--- src/rtl/lf_pkg.sv ---
// lf_pkg: shared state/class types and motor/LED output patterns for the line follower.
package lf_pkg;
    typedef enum logic [2:0] {ST_IDLE, ST_FWD, ST_TURN_L, ST_TURN_R, ST_SEARCH, ST_STOP} state_e;
    typedef enum logic [2:0] {CL_LOST, CL_MARK, CL_LEFT, CL_RIGHT, CL_CENTRE} class_e;
    typedef enum logic {DIR_L, DIR_R} dir_e;
    localparam logic [3:0] MOT_OFF   = 4'b0000;
    localparam logic [3:0] MOT_FWD   = 4'b1010;
    localparam logic [3:0] MOT_LEFT  = 4'b0110;
    localparam logic [3:0] MOT_RIGHT = 4'b1001;
    localparam logic [2:0] LED_OFF    = 3'b000;
    localparam logic [2:0] LED_FULL   = 3'b111;
    localparam logic [2:0] LED_SEARCH = 3'b010;
    localparam logic [2:0] LED_STOP   = 3'b101;
    function automatic state_e class_target(class_e c);
        return (c == CL_CENTRE) ? ST_FWD :
               (c == CL_LEFT)   ? ST_TURN_L :
               (c == CL_RIGHT)  ? ST_TURN_R :
               (c == CL_MARK)   ? ST_STOP : ST_SEARCH;
    endfunction
endpackage

--- src/rtl/lf_if.sv ---
// lf_if: sensor bar input and motor-driver/LED outputs of the line follower.
interface lf_if #(parameter int N_SENSORS = 5);
    logic [N_SENSORS-1:0] ir_sensor;
    logic                 left_motor1, left_motor2, right_motor1, right_motor2;
    logic                 ena, enb, LED_ON;
    logic [2:0]           LED_LEFT, LED_RIGHT, LED_STR;
    modport master (input ir_sensor, output left_motor1, left_motor2, right_motor1, right_motor2,
                    output ena, enb, LED_ON, LED_LEFT, LED_RIGHT, LED_STR);
    modport slave (output ir_sensor, input left_motor1, left_motor2, right_motor1, right_motor2,
                   input ena, enb, LED_ON, LED_LEFT, LED_RIGHT, LED_STR);
endinterface

--- src/rtl/lf_pwm.sv ---
// lf_pwm: free-running PWM counter with a duty latch that only updates on wrap.
module lf_pwm #(
    parameter int PWM_PERIOD = 100
)(
    input  logic       clk,
    input  logic       rst_n,
    input  logic [7:0] i_duty,
    input  logic       i_zero,
    output logic       o_en
);
    logic [7:0] r_cnt, r_duty, w_cnt, w_duty;
    logic       r_en;
    assign w_cnt  = (r_cnt == 8'(PWM_PERIOD - 1)) ? 8'd0 : r_cnt + 8'd1;
    // i_zero kills the duty at once so the enable falls with the motor pins
    assign w_duty = i_zero ? 8'd0 : (w_cnt == 8'd0) ? i_duty : r_duty;
    assign o_en   = r_en;
    always_ff @(posedge clk or negedge rst_n) begin
        if (!rst_n) begin
            r_cnt  <= '0;
            r_duty <= '0;
            r_en   <= 1'b0;
        end else begin
            r_cnt  <= w_cnt;
            r_duty <= w_duty;
            r_en   <= w_cnt < w_duty;
        end
    end
endmodule

--- src/rtl/line_follower_ctrl.sv ---
// line_follower_ctrl: debounced IR sensor bar -> weighted error -> steering FSM
// driving H-bridge pins, shared PWM enables and direction LEDs.
module line_follower_ctrl
    import lf_pkg::*;
#(
    parameter int N_SENSORS    = 5,
    parameter int PWM_PERIOD   = 100,
    parameter int DUTY_FWD     = 55,
    parameter int DUTY_TURN    = 40,
    parameter int DEBOUNCE     = 4,
    parameter int LOST_TIMEOUT = 5000
)(
    input logic clk,
    input logic rst_n,
    lf_if.master io
);
    localparam int C  = N_SENSORS / 2;
    localparam int EW = $clog2(N_SENSORS * C) + 2;
    localparam int TW = $clog2(LOST_TIMEOUT + 1);
    logic [N_SENSORS-1:0] r_sync1, r_sync2, r_last, r_deb;
    logic [7:0]           r_run, w_run, w_duty;
    logic                 r_vld, r_led_on, w_en;
    logic [TW-1:0]        r_timer;
    logic [3:0]           r_mot, w_mot;
    logic [2:0]           r_led_l, r_led_r, r_led_s, w_led_l, w_led_r, w_led_s;
    logic signed [EW-1:0] w_err;
    state_e               r_state, w_state_nxt;
    dir_e                 r_dir, w_dir_nxt;
    class_e               w_cls;
    // run length of the current synchronised value, saturating
    assign w_run = (r_sync2 != r_last) ? 8'd1 : r_run + {7'd0, r_run != 8'hFF};
    always_comb begin
        w_err = '0;
        for (int i = 0; i < N_SENSORS; i++)
            if (r_deb[i]) w_err = w_err + EW'(i - C);
    end
    assign w_cls = (r_deb == '0) ? CL_LOST : (&r_deb) ? CL_MARK :
                   w_err[EW-1] ? CL_LEFT : (w_err != '0) ? CL_RIGHT : CL_CENTRE;
    always_ff @(posedge clk or negedge rst_n) begin
        if (!rst_n) r_state <= ST_IDLE;
        else        r_state <= w_state_nxt;
    end
    always_comb begin
        w_state_nxt = r_state;
        w_dir_nxt   = r_dir;
        w_mot       = MOT_OFF;
        w_led_l     = LED_OFF;
        w_led_r     = LED_OFF;
        w_led_s     = LED_OFF;
        w_duty      = 8'd0;
        if (r_state == ST_STOP)
            w_state_nxt = (w_cls == CL_CENTRE) ? ST_FWD : ST_STOP;
        else if (r_state != ST_IDLE || r_vld)
            w_state_nxt = (r_state == ST_SEARCH && w_cls == CL_LOST && r_timer == TW'(LOST_TIMEOUT - 1))
                          ? ST_STOP : class_target(w_cls);
        if (w_state_nxt == ST_TURN_L) w_dir_nxt = DIR_L;
        else if (w_state_nxt == ST_TURN_R) w_dir_nxt = DIR_R;
        case (w_state_nxt)
            ST_FWD:    begin w_mot = MOT_FWD;   w_led_s = LED_FULL; w_duty = 8'(DUTY_FWD);  end
            ST_TURN_L: begin w_mot = MOT_LEFT;  w_led_l = LED_FULL; w_duty = 8'(DUTY_TURN); end
            ST_TURN_R: begin w_mot = MOT_RIGHT; w_led_r = LED_FULL; w_duty = 8'(DUTY_TURN); end
            ST_SEARCH: begin
                w_mot   = (w_dir_nxt == DIR_L) ? MOT_LEFT : MOT_RIGHT;
                w_led_l = LED_SEARCH;
                w_led_r = LED_SEARCH;
                w_led_s = LED_SEARCH;
                w_duty  = 8'(DUTY_TURN);
            end
            ST_STOP:   begin w_led_l = LED_STOP; w_led_r = LED_STOP; w_led_s = LED_STOP; end
            default:   ;
        endcase
    end
    always_ff @(posedge clk or negedge rst_n) begin
        if (!rst_n) begin
            r_sync1  <= '0;
            r_sync2  <= '0;
            r_last   <= '0;
            r_run    <= '0;
            r_deb    <= '0;
            r_vld    <= 1'b0;
            r_dir    <= DIR_L;
            r_timer  <= '0;
            r_mot    <= MOT_OFF;
            r_led_l  <= LED_OFF;
            r_led_r  <= LED_OFF;
            r_led_s  <= LED_OFF;
            r_led_on <= 1'b0;
        end else begin
            r_sync1  <= io.ir_sensor;
            r_sync2  <= r_sync1;
            r_last   <= r_sync2;
            r_run    <= w_run;
            if (w_run >= 8'(DEBOUNCE)) begin
                r_deb <= r_sync2;
                r_vld <= 1'b1;
            end
            r_dir    <= w_dir_nxt;
            r_timer  <= (r_state == ST_SEARCH) ? r_timer + 1'b1 : '0;
            r_mot    <= w_mot;
            r_led_l  <= w_led_l;
            r_led_r  <= w_led_r;
            r_led_s  <= w_led_s;
            r_led_on <= 1'b1;
        end
    end
    lf_pwm #(.PWM_PERIOD(PWM_PERIOD)) u_pwm (
        .clk    (clk),
        .rst_n  (rst_n),
        .i_duty (w_duty),
        .i_zero (w_state_nxt == ST_STOP),
        .o_en   (w_en)
    );
    assign {io.left_motor1, io.left_motor2, io.right_motor1, io.right_motor2} = r_mot;
    assign io.ena       = w_en;
    assign io.enb       = w_en;
    assign io.LED_LEFT  = r_led_l;
    assign io.LED_RIGHT = r_led_r;
    assign io.LED_STR   = r_led_s;
    assign io.LED_ON    = r_led_on;
endmodule

--- src/flat_wrapper.sv ---
// flat-port wrapper written by rule: the top's interface ports become plain ports
module line_follower_ctrl_flat import lf_pkg::*;
#(
    parameter int N_SENSORS    = 5,
    parameter int PWM_PERIOD   = 100,
    parameter int DUTY_FWD     = 55,
    parameter int DUTY_TURN    = 40,
    parameter int DEBOUNCE     = 4,
    parameter int LOST_TIMEOUT = 5000
)
  (clk, rst_n, io_ir_sensor, io_left_motor1, io_left_motor2, io_right_motor1, io_right_motor2, io_ena, io_enb, io_LED_ON, io_LED_LEFT, io_LED_RIGHT, io_LED_STR);
  lf_if #(.N_SENSORS(N_SENSORS)) io_i ();
  input logic clk;
  input logic rst_n;
  input wire logic [$bits(io_i.ir_sensor)-1:0] io_ir_sensor;
  output wire logic [$bits(io_i.left_motor1)-1:0] io_left_motor1;
  output wire logic [$bits(io_i.left_motor2)-1:0] io_left_motor2;
  output wire logic [$bits(io_i.right_motor1)-1:0] io_right_motor1;
  output wire logic [$bits(io_i.right_motor2)-1:0] io_right_motor2;
  output wire logic [$bits(io_i.ena)-1:0] io_ena;
  output wire logic [$bits(io_i.enb)-1:0] io_enb;
  output wire logic [$bits(io_i.LED_ON)-1:0] io_LED_ON;
  output wire logic [$bits(io_i.LED_LEFT)-1:0] io_LED_LEFT;
  output wire logic [$bits(io_i.LED_RIGHT)-1:0] io_LED_RIGHT;
  output wire logic [$bits(io_i.LED_STR)-1:0] io_LED_STR;
  assign io_i.ir_sensor = io_ir_sensor;
  assign io_left_motor1 = io_i.left_motor1;
  assign io_left_motor2 = io_i.left_motor2;
  assign io_right_motor1 = io_i.right_motor1;
  assign io_right_motor2 = io_i.right_motor2;
  assign io_ena = io_i.ena;
  assign io_enb = io_i.enb;
  assign io_LED_ON = io_i.LED_ON;
  assign io_LED_LEFT = io_i.LED_LEFT;
  assign io_LED_RIGHT = io_i.LED_RIGHT;
  assign io_LED_STR = io_i.LED_STR;
  line_follower_ctrl #(.N_SENSORS(N_SENSORS), .PWM_PERIOD(PWM_PERIOD), .DUTY_FWD(DUTY_FWD), .DUTY_TURN(DUTY_TURN), .DEBOUNCE(DEBOUNCE), .LOST_TIMEOUT(LOST_TIMEOUT)) u_core (.clk(clk), .rst_n(rst_n), .io(io_i));
endmodule
--- config.mk ---
export PLATFORM = sky130hd
export DESIGN_NAME = line_follower_ctrl_flat
export DESIGN_NICKNAME = d
export VERILOG_FILES = /design/src/rtl/lf_pkg.sv /design/src/rtl/lf_if.sv /design/src/rtl/lf_pwm.sv /design/src/rtl/line_follower_ctrl.sv /design/src/flat_wrapper.sv
export SDC_FILE = /design/constraint.sdc
export NUM_CORES = 1
export LEC_CHECK = 0
export ABC_CLOCK_PERIOD_IN_PS = 4360
export CORE_MARGIN = 2
export CORE_UTILIZATION = 30
export DETAILED_ROUTE_END_ITERATION = 7
export GPL_TIMING_DRIVEN = 0
export SLEW_MARGIN = 10
export SYNTH_ARGS = -nofsm -noshare
export SYNTH_HDL_FRONTEND = slang
export SYNTH_SLANG_ARGS = --single-unit
--- constraint.sdc ---
create_clock -name clk -period 4.36 [get_ports clk]
set_input_delay 1.308 -clock clk [delete_from_list [all_inputs] [get_ports clk]]
set_output_delay 1.308 -clock clk [all_outputs]
set_load 0.1 [all_outputs]
==> impl_metrics.py, run 1 <==
metrics = {
    "setup_path": {
        "cp.arrival_ns": 4.28,
        "ff2ff_setup_slack_ns": 0.35,
        "reg2reg_to": "u_core.u_pwm.o_en",
        "crit_path_end_kind": "flop",
        "cp-start-kind": "flop",
        "reg2reg_depth": 19,
        "critical_path_class": "reg2reg",
        "cp.required_ns": 4.63,
        "rr_startpoint": "u_core.r_deb[1]",
        "path_max_fanout": 7,
    },
    "grt": {
        "grt_pass1_wl_um": 10400,
        "antenna_found_initial": 0,
        "gr-total-overflow": 0,
        "grt_util_all_layers_pct": 9.98,
        "grt_max_degree": 67,
        "grt_pass1_vias": 2350,
    },
    "timing": {
        "slew_violations": 0,
        "fin_crit_sh_pct": 92.1,
        "hold_viol_final": 0,
        "worst_clock_skew_ns": 0.00620,
        "max_freq_mhz": 249,
        "relSlewSlack_pct": 35.2,
        "setup_ws_ns": 0.345,
        "fin_crit_ns": 4.01,
        "report.final.setup_viol": 0,
        "tightest_slew_ns": 0.968,
        "rsz0062_at_grt": "false",
    },
    "min_path": {
        "worstHoldStart": "u_core.r_sync1[1]",
        "worst_hold_path.num_cells": 0,
        "whs_endpoint": "u_core.r_sync2[1]",
        "min_path_type": "reg2reg",
    },
    "logic_synthesis": {
        "syn_area_um2": 3520,
        "ys_ff_latch": 74,
        "async_flop_share_pct": 100,
        "syn_inst": 325,
        "yosys_warnings": 0,
        "syn_area_per_cell_um2": 10.8,
        "synth_nets": 350,
        "yosysUniqueCellTypes": 55,
        "ys_seq_area_share_pct": 52.5,
        "synth-edff-count": 0,
        "synth_flop_cell": "dfrtp_1",
    },
    "pwr": {
        "pwr-share-comb_pct": 33.4,
        "p_sw_mw": 0.938,
        "switching_share_pct": 36.9,
        "pwr-share-clk_pct": 34.9,
        "fin_total_pwr_mw": 2.54,
        "peakVddDrop_v": 0.000627,
        "internal-power_mw": 1.61,
        "p_per_area_nw_per_um2": 585,
        "p_seq_share_pct": 31.8,
        "leakage_nw": 1.88,
    },
    "drt": {
        "vias_per_cell": 4.64,
        "vias": 2356,
        "drc_errors": 0,
        "routed_wl_um": 5810,
        "postRouteAntennaNets": 0,
        "drt_iter0_drc": 132,
        "firstDrtPassIters": 4,
        "avgRoutedWirePerCell_um": 11.4,
    },
    "floorplan": {
        "core_area_um2": 11400,
        "die_x_um": 112,
        "fp.dieH_um": 112,
        "rows": 39,
        "start_util_pct": 30.9,
        "ios": 23,
        "dieArea_um2": 12600,
    },
    "finish": {
        "multi_input_area_um2": 1600,
        "fillers": 1126,
        "syn_to_final_growth_pct": 23.5,
        "final_net_count": 385,
        "n_antenna_cell": 0,
        "layout.area.seq_um2": 1850,
        "drive_gt1_share_pct": 14.5,
    },
    "clock_tree": {
        "tritoncts": "done",
        "hold_buffers": 0,
        "insertion_delay_ns": 0.33,
        "root_buffer": "clkbuf_16",
        "cts_max_level": 3,
        "clock-sinks": 74,
        "cts_buffers": 9,
        "clk_pin_slew_ns": 0.06,
        "cts_max_path_buffers": 2,
    },
    "status": {
        "status": "completed",
    },
    "placed_design": {
        "pre_cts_ws_ns": -0.0716,
        "portBuffers": 22,
        "place_congestion": 0.767,
        "place_hpwl_um": 4050,
    },
    "flow_run": {
        "drv_cap": 0,
    },
}
how the worst max path moves through the flow:
stage,startpoint,slack [ns],endpoint,cells past startpoint
after floorplan,u_core.r_deb[1],0.48,u_core.u_pwm.o_en,19
after global placement,rst_n,-0.56,u_core.r_sync1[1],1
after detailed placement,u_core.r_deb[1],-0.07,u_core.u_pwm.o_en,19
after CTS,u_core.r_deb[1],0.02,u_core.u_pwm.o_en,19
after global routing,u_core.r_deb[1],0.05,u_core.u_pwm.o_en,19
final,u_core.r_deb[1],0.35,u_core.u_pwm.o_en,19
critical path, cell delays in order (launching register included):
cell      delay (ns)
dfrtp_2         0.45
inv_2           0.13
ha_1            0.24
clkbuf_1        0.18
nand2b_1        0.20
a31oi_2         0.23
ha_1            0.27
nor4b_2         0.33
a22oi_2         0.12
o21ai_2         0.22
nand2_2         0.14
a31oi_4         0.25
o21ai_1         0.10
ha_1            0.30
a21o_1          0.16
a21oi_1         0.12
o21ai_0         0.11
nor3_1          0.16
o21a_1          0.14
a21o_1          0.10
power groups by stage:
stage,Sequential [mW],Combinational [mW],Clock [mW]
5_1_grt,0.818,0.906,0.944
2_1_floorplan,1.13,0.333,0
6_report,0.809,0.849,0.887
3_3_place_gp,0.818,0.826,0
4_1_cts,0.810,0.838,0.913
3_5_place_dp,0.821,0.833,0
cell families (layout without fill, tap and decap cells):
kind of cell    after synthesis  after routing  synth area share (%)
compound gates               53             53                  11.1
buf+inv                      18             58                  2.91
mux                           5              5                  1.53
flops                        74             74                  52.5
xor+xnor                     28             28                  6.96
fa+ha+maj                    18             18                  6.39
simple gates                128            128                  18.4
other cells                   1              1                 0.106
synth_stat cells (4+ instances only):
cell / n / area (um2)
a21oi_1: 9 / 45.0
nor2_1: 36 / 135
ha_1: 18 / 225
and2_1: 4 / 25.0
nand4_1: 5 / 31.3
nor2b_1: 4 / 25.0
o21a_1: 7 / 52.6
dfrtp_1: 74 / 1850
nor3_1: 6 / 30.0
o21ai_0: 12 / 60.1
buf_4: 4 / 30.0
or2_2: 4 / 25.0
xor2_1: 14 / 123
inv_1: 8 / 30.0
and3_1: 7 / 43.8
xnor2_1: 14 / 123
nand2_1: 28 / 105
nand3_1: 14 / 70.1
what timing repair did:
item,in CTS,in global routing
endpoints found under the setup margin,1,1
gates resized for setup,1,9
setup buffers,0,1
gates cloned,0,0
hold endpoints to repair,0,0
cell type report:
| class | count | share of cell area, % |
|---|---|---|
| Buffer | 10 | 1.67 |
| Clock buffer | 10 | 5.26 |
| Clock inverter | 6 | 3.13 |
| Inverter | 8 | 0.690 |
| Multi-Input combinational cell | 233 | 36.7 |
| Sequential cell | 74 | 42.6 |
| Tap cell | 143 | 4.11 |
| Timing Repair Buffer | 24 | 5.81 |
layer usage:
| metal | vias to the layer above | GRT usage (%) | share of wire [%] |
|---|---|---|---|
| met1 | 1113 | 12.9 | 48 |
| li1 | 1190 | - | - |
| met3 | 9 | 2.75 | 4.0 |
| met2 | 44 | 15.9 | 46 |
| met4 | 0 | 4.23 | 1.6 |
| met5 | - | 0 | 0 |
flip-flops by register name, summed over array words and instances, names as in the netlist:
signal,cells
u_core.u_pwm.o_en,1
u_core.r_sync2,5
u_core.r_sync1,5
u_core.io.LED_ON,1
u_core.r_last,5
u_core.r_timer,13
u_core.r_run,8
u_core.r_vld,1
u_core.io.LED_RIGHT,2
u_core.io.LED_STR,2
u_core.r_deb,5
u_core.u_pwm.r_duty,8
u_core.r_dir,1
u_core.r_mot,4
u_core.r_state,3
u_core.u_pwm.r_cnt,8
u_core.io.LED_LEFT,2
through the flow:
step	instance area (um2)	std cells	utilization [%]	setup TNS [ns]	hold WS (ns)
finish	4350	508	38.1	0	0.346
global route	4350	508	38.1	0	0.348
CTS	4310	507	37.8	0	0.347
detailed placement	3950	491	34.6	-0.0716	0.335
global placement	3920	490	34.4	-40.80	0.332
floorplan	3520	325	-	0	0.331
layout by cell type, fill, tap and decap left out, drive strengths merged, types with 7 or more instances in the layout:
master | netlist | routed
inv | 8 | 9
buf | 7 | 10
a21oi | 9 | 9
nand3 | 14 | 14
o21a | 7 | 7
xnor2 | 14 | 14
clkbuf | 3 | 13
nor3 | 7 | 7
clkdlybuf4s50 | 0 | 21
and3 | 8 | 8
dfrtp | 74 | 74
nand2 | 28 | 28
o21ai | 17 | 17
xor2 | 14 | 14
nor2 | 37 | 37
or2 | 7 | 7
ha | 18 | 18
Power figures use the tool's default switching activity.
==> inputs of run 2 (changes only) <==
- RECOVER_POWER: not set -> 50
==> run 2 against run 1 <==
The run now ends with capacitance limit, slew limit left. Combinational power barely moved. Non-clock buffer count did not move. Cell count did not move. First-iteration DRC count rose by 17%. Count of clock-buffer cells in the layout did not move. Critical path depth did not move. Highest routed layer unchanged. Register-to-register slack barely moved. Sequential share of layout area rose by 0.31 points. Clock power barely moved.
==> impl_metrics.py, run 2 (synthesis results as in run 1) <==
metrics = {
    "timing": {
        "rsz0062_at_grt": "false",
        "tightest_slew_ns": 1.55,
        "fin_crit_sh_pct": 92.1,
        "slew_violations": 67,
        "setup_ws_ns": 0.345,
        "hold_viol_final": 0,
        "max_freq_mhz": 249,
        "worst_clock_skew_ns": 0.00620,
        "report.final.setup_viol": 0,
        "relSlewSlack_pct": -3.62,
        "fin_crit_ns": 4.02,
        "finalHoldWorstSlack_ns": 0.346,
    },
    "grt": {
        "grt_pass1_vias": 2350,
        "grt_pass1_wl_um": 10400,
        "top_usage_layer": "met2",
        "grtUsageMet3_pct": 2.75,
        "antenna_found_initial": 0,
        "gr-total-overflow": 0,
        "grt_util_all_layers_pct": 9.98,
        "grt_max_degree": 67,
        "met1_usage_pct": 12.9,
        "grtUsageMet2_pct": 15.9,
    },
    "clock_tree": {
        "clock-sinks": 74,
        "insertion_delay_ns": 0.33,
        "clk_pin_slew_ns": 0.06,
        "cts_buffers": 9,
        "cts_max_path_buffers": 2,
        "cts_max_level": 3,
        "root_buffer": "clkbuf_16",
        "tritoncts": "done",
    },
    "floorplan": {
        "rows": 39,
        "core_area_um2": 11400,
        "fp.dieH_um": 112,
        "start_util_pct": 30.9,
        "dieArea_um2": 12600,
        "ios": 23,
        "die_x_um": 112,
    },
    "finish": {
        "regMostFlops": "u_core.r_timer",
        "final_cell_mix": "73 x dfrtp_1, 34 x nor2_1, 27 x nand2_1",
        "final_common_cell": "dfrtp_1",
        "largest_register_ffs": 13,
        "drive_gt1_share_pct": 14.0,
        "multi_input_area_um2": 1590,
        "n_antenna_cell": 0,
        "fillers": 1130,
        "final_net_count": 385,
        "layout.area.seq_um2": 1850,
        "syn_to_final_growth_pct": 22.6,
    },
    "drt": {
        "routed_wl_um": 5810,
        "vias_per_cell": 4.64,
        "postRouteAntennaNets": 0,
        "firstDrtPassIters": 4,
        "vias": 2356,
        "avgRoutedWirePerCell_um": 11.4,
        "drt_iter0_drc": 154,
        "drc_errors": 0,
    },
    "setup_path": {
        "cp.required_ns": 4.63,
        "critical_path_class": "reg2reg",
        "critPathTopFamily": "compound AO/OA/AOI/OAI gates",
        "timing.critical_path.mode_cell": "ha_1",
        "crit_path_end_kind": "flop",
        "cp-start-kind": "flop",
        "crit_buf_inv": 2,
        "cpPeakStageDelay_ns": 0.45,
        "cp.arrival_ns": 4.28,
        "cp_slowest_cell": "dfrtp_2",
        "crit_chain": "inv_2 -> ha_1 -> clkbuf_1 -> nand2b_1 -> a31oi_2 -> ha_1 -> nor4b_2 -> a22oi_2 -> o21ai_2 -> nand2_2 -> a31oi_4 -> o21ai_1 -> ha_1 -> a21o_1 -> a21oi_1 -> o21ai_0 -> nor3_1 -> o21a_1 -> a21o_1",
        "path_max_fanout": 7,
    },
    "placed_design": {
        "pre_cts_ws_ns": -0.0716,
        "portBuffers": 22,
        "place_congestion": 0.767,
        "place_hpwl_um": 4050,
    },
    "flow_run": {
        "drv_cap": 1,
    },
    "pwr": {
        "leakage_nw": 1.87,
        "peakVddDrop_v": 0.000627,
        "p_per_area_nw_per_um2": 588,
    },
    "status": {
        "status": "finished, violations left",
        "violations": "capacitance limit, slew limit",
    },
    "min_path": {
        "min_path_type": "reg2reg",
    },
}
## run 2: cell types whose count changed in the layout (fill, tap and decap cells not counted)
cell and delta:
buf_4 -1, clkbuf_1 +1, and3_4 -1, buf_16 -1, and3_1 +1, clkbuf_2 +1
## run 2: timing repair
item                                    4_1_cts  5_1_grt
endpoints found under the setup margin        1        1
gates resized for setup                       1        9
hold buffers                                  0        0
buffers inserted                              0        1
cloned                                        0        0
## run 2: metal layers
metal / up-vias / wire length, um
li1: 1190 / -
met1: 1113 / 2790
met2: 44 / 2690
met3: 9 / 233
met4: 0 / 92
met5: - / 0
## run 2: where the power goes
group          total (mW)  switching [mW]  internal, mW
clock               0.887           0.269         0.618
sequential          0.809          0.0424         0.766
combinational       0.846           0.627         0.219
## run 2: area by class of cell
class	instances	share of cell area (%)
multi-input combinational	233	36.9
buffer	10	1.68
sequential	74	42.9
tap	143	4.14
timing repair buffer	24	5.24
clock inverter	6	3.16
clock buffer	10	5.30
inverter	8	0.695
## run 2: worst register-to-register path: cells and delay by family, from the launching register on
kind                     cells  cell delay, ns
AND/OR/NAND/NOR              4            0.82
buffers and inverters        2            0.31
AO/OA/AOI/OAI               10            1.56
adder cells (fa/ha/maj)      3            0.81
flip-flops                   1            0.45
## run 2: final timing paths
kind / startpoint / endpoint / slack (ns) / depth (start not counted)
setup / recovery: u_core.r_deb[1] / u_core.u_pwm.o_en / 0.34 / 19
hold / removal: u_core.r_sync1[1] / u_core.r_sync2[1] / 0.35 / 0
setup reg to reg: u_core.r_deb[1] / u_core.u_pwm.o_en / 0.34 / 19
hold reg to reg: u_core.r_sync1[1] / u_core.r_sync2[1] / 0.35 / 0
max in group asynchronous: rst_n / u_core.r_deb[1] / 1.47 / 2
min in group asynchronous: rst_n / u_core.r_timer[3] / 0.90 / 1
## run 2: per-stage QoR
stage | utilization, % | instance area (um2) | total power [mW] | setup TNS (ns) | std cells
6_report | 37.8 | 4320 | 2.54 | 0 | 508
5_1_grt | 37.8 | 4320 | 2.66 | 0 | 508
4_1_cts | 37.8 | 4310 | 2.56 | 0 | 507
3_5_place_dp | 34.6 | 3950 | 1.65 | -0.0716 | 491
3_3_place_gp | 34.4 | 3920 | 1.64 | -40.80 | 490
2_1_floorplan | - | 3520 | 1.46 | 0 | 325
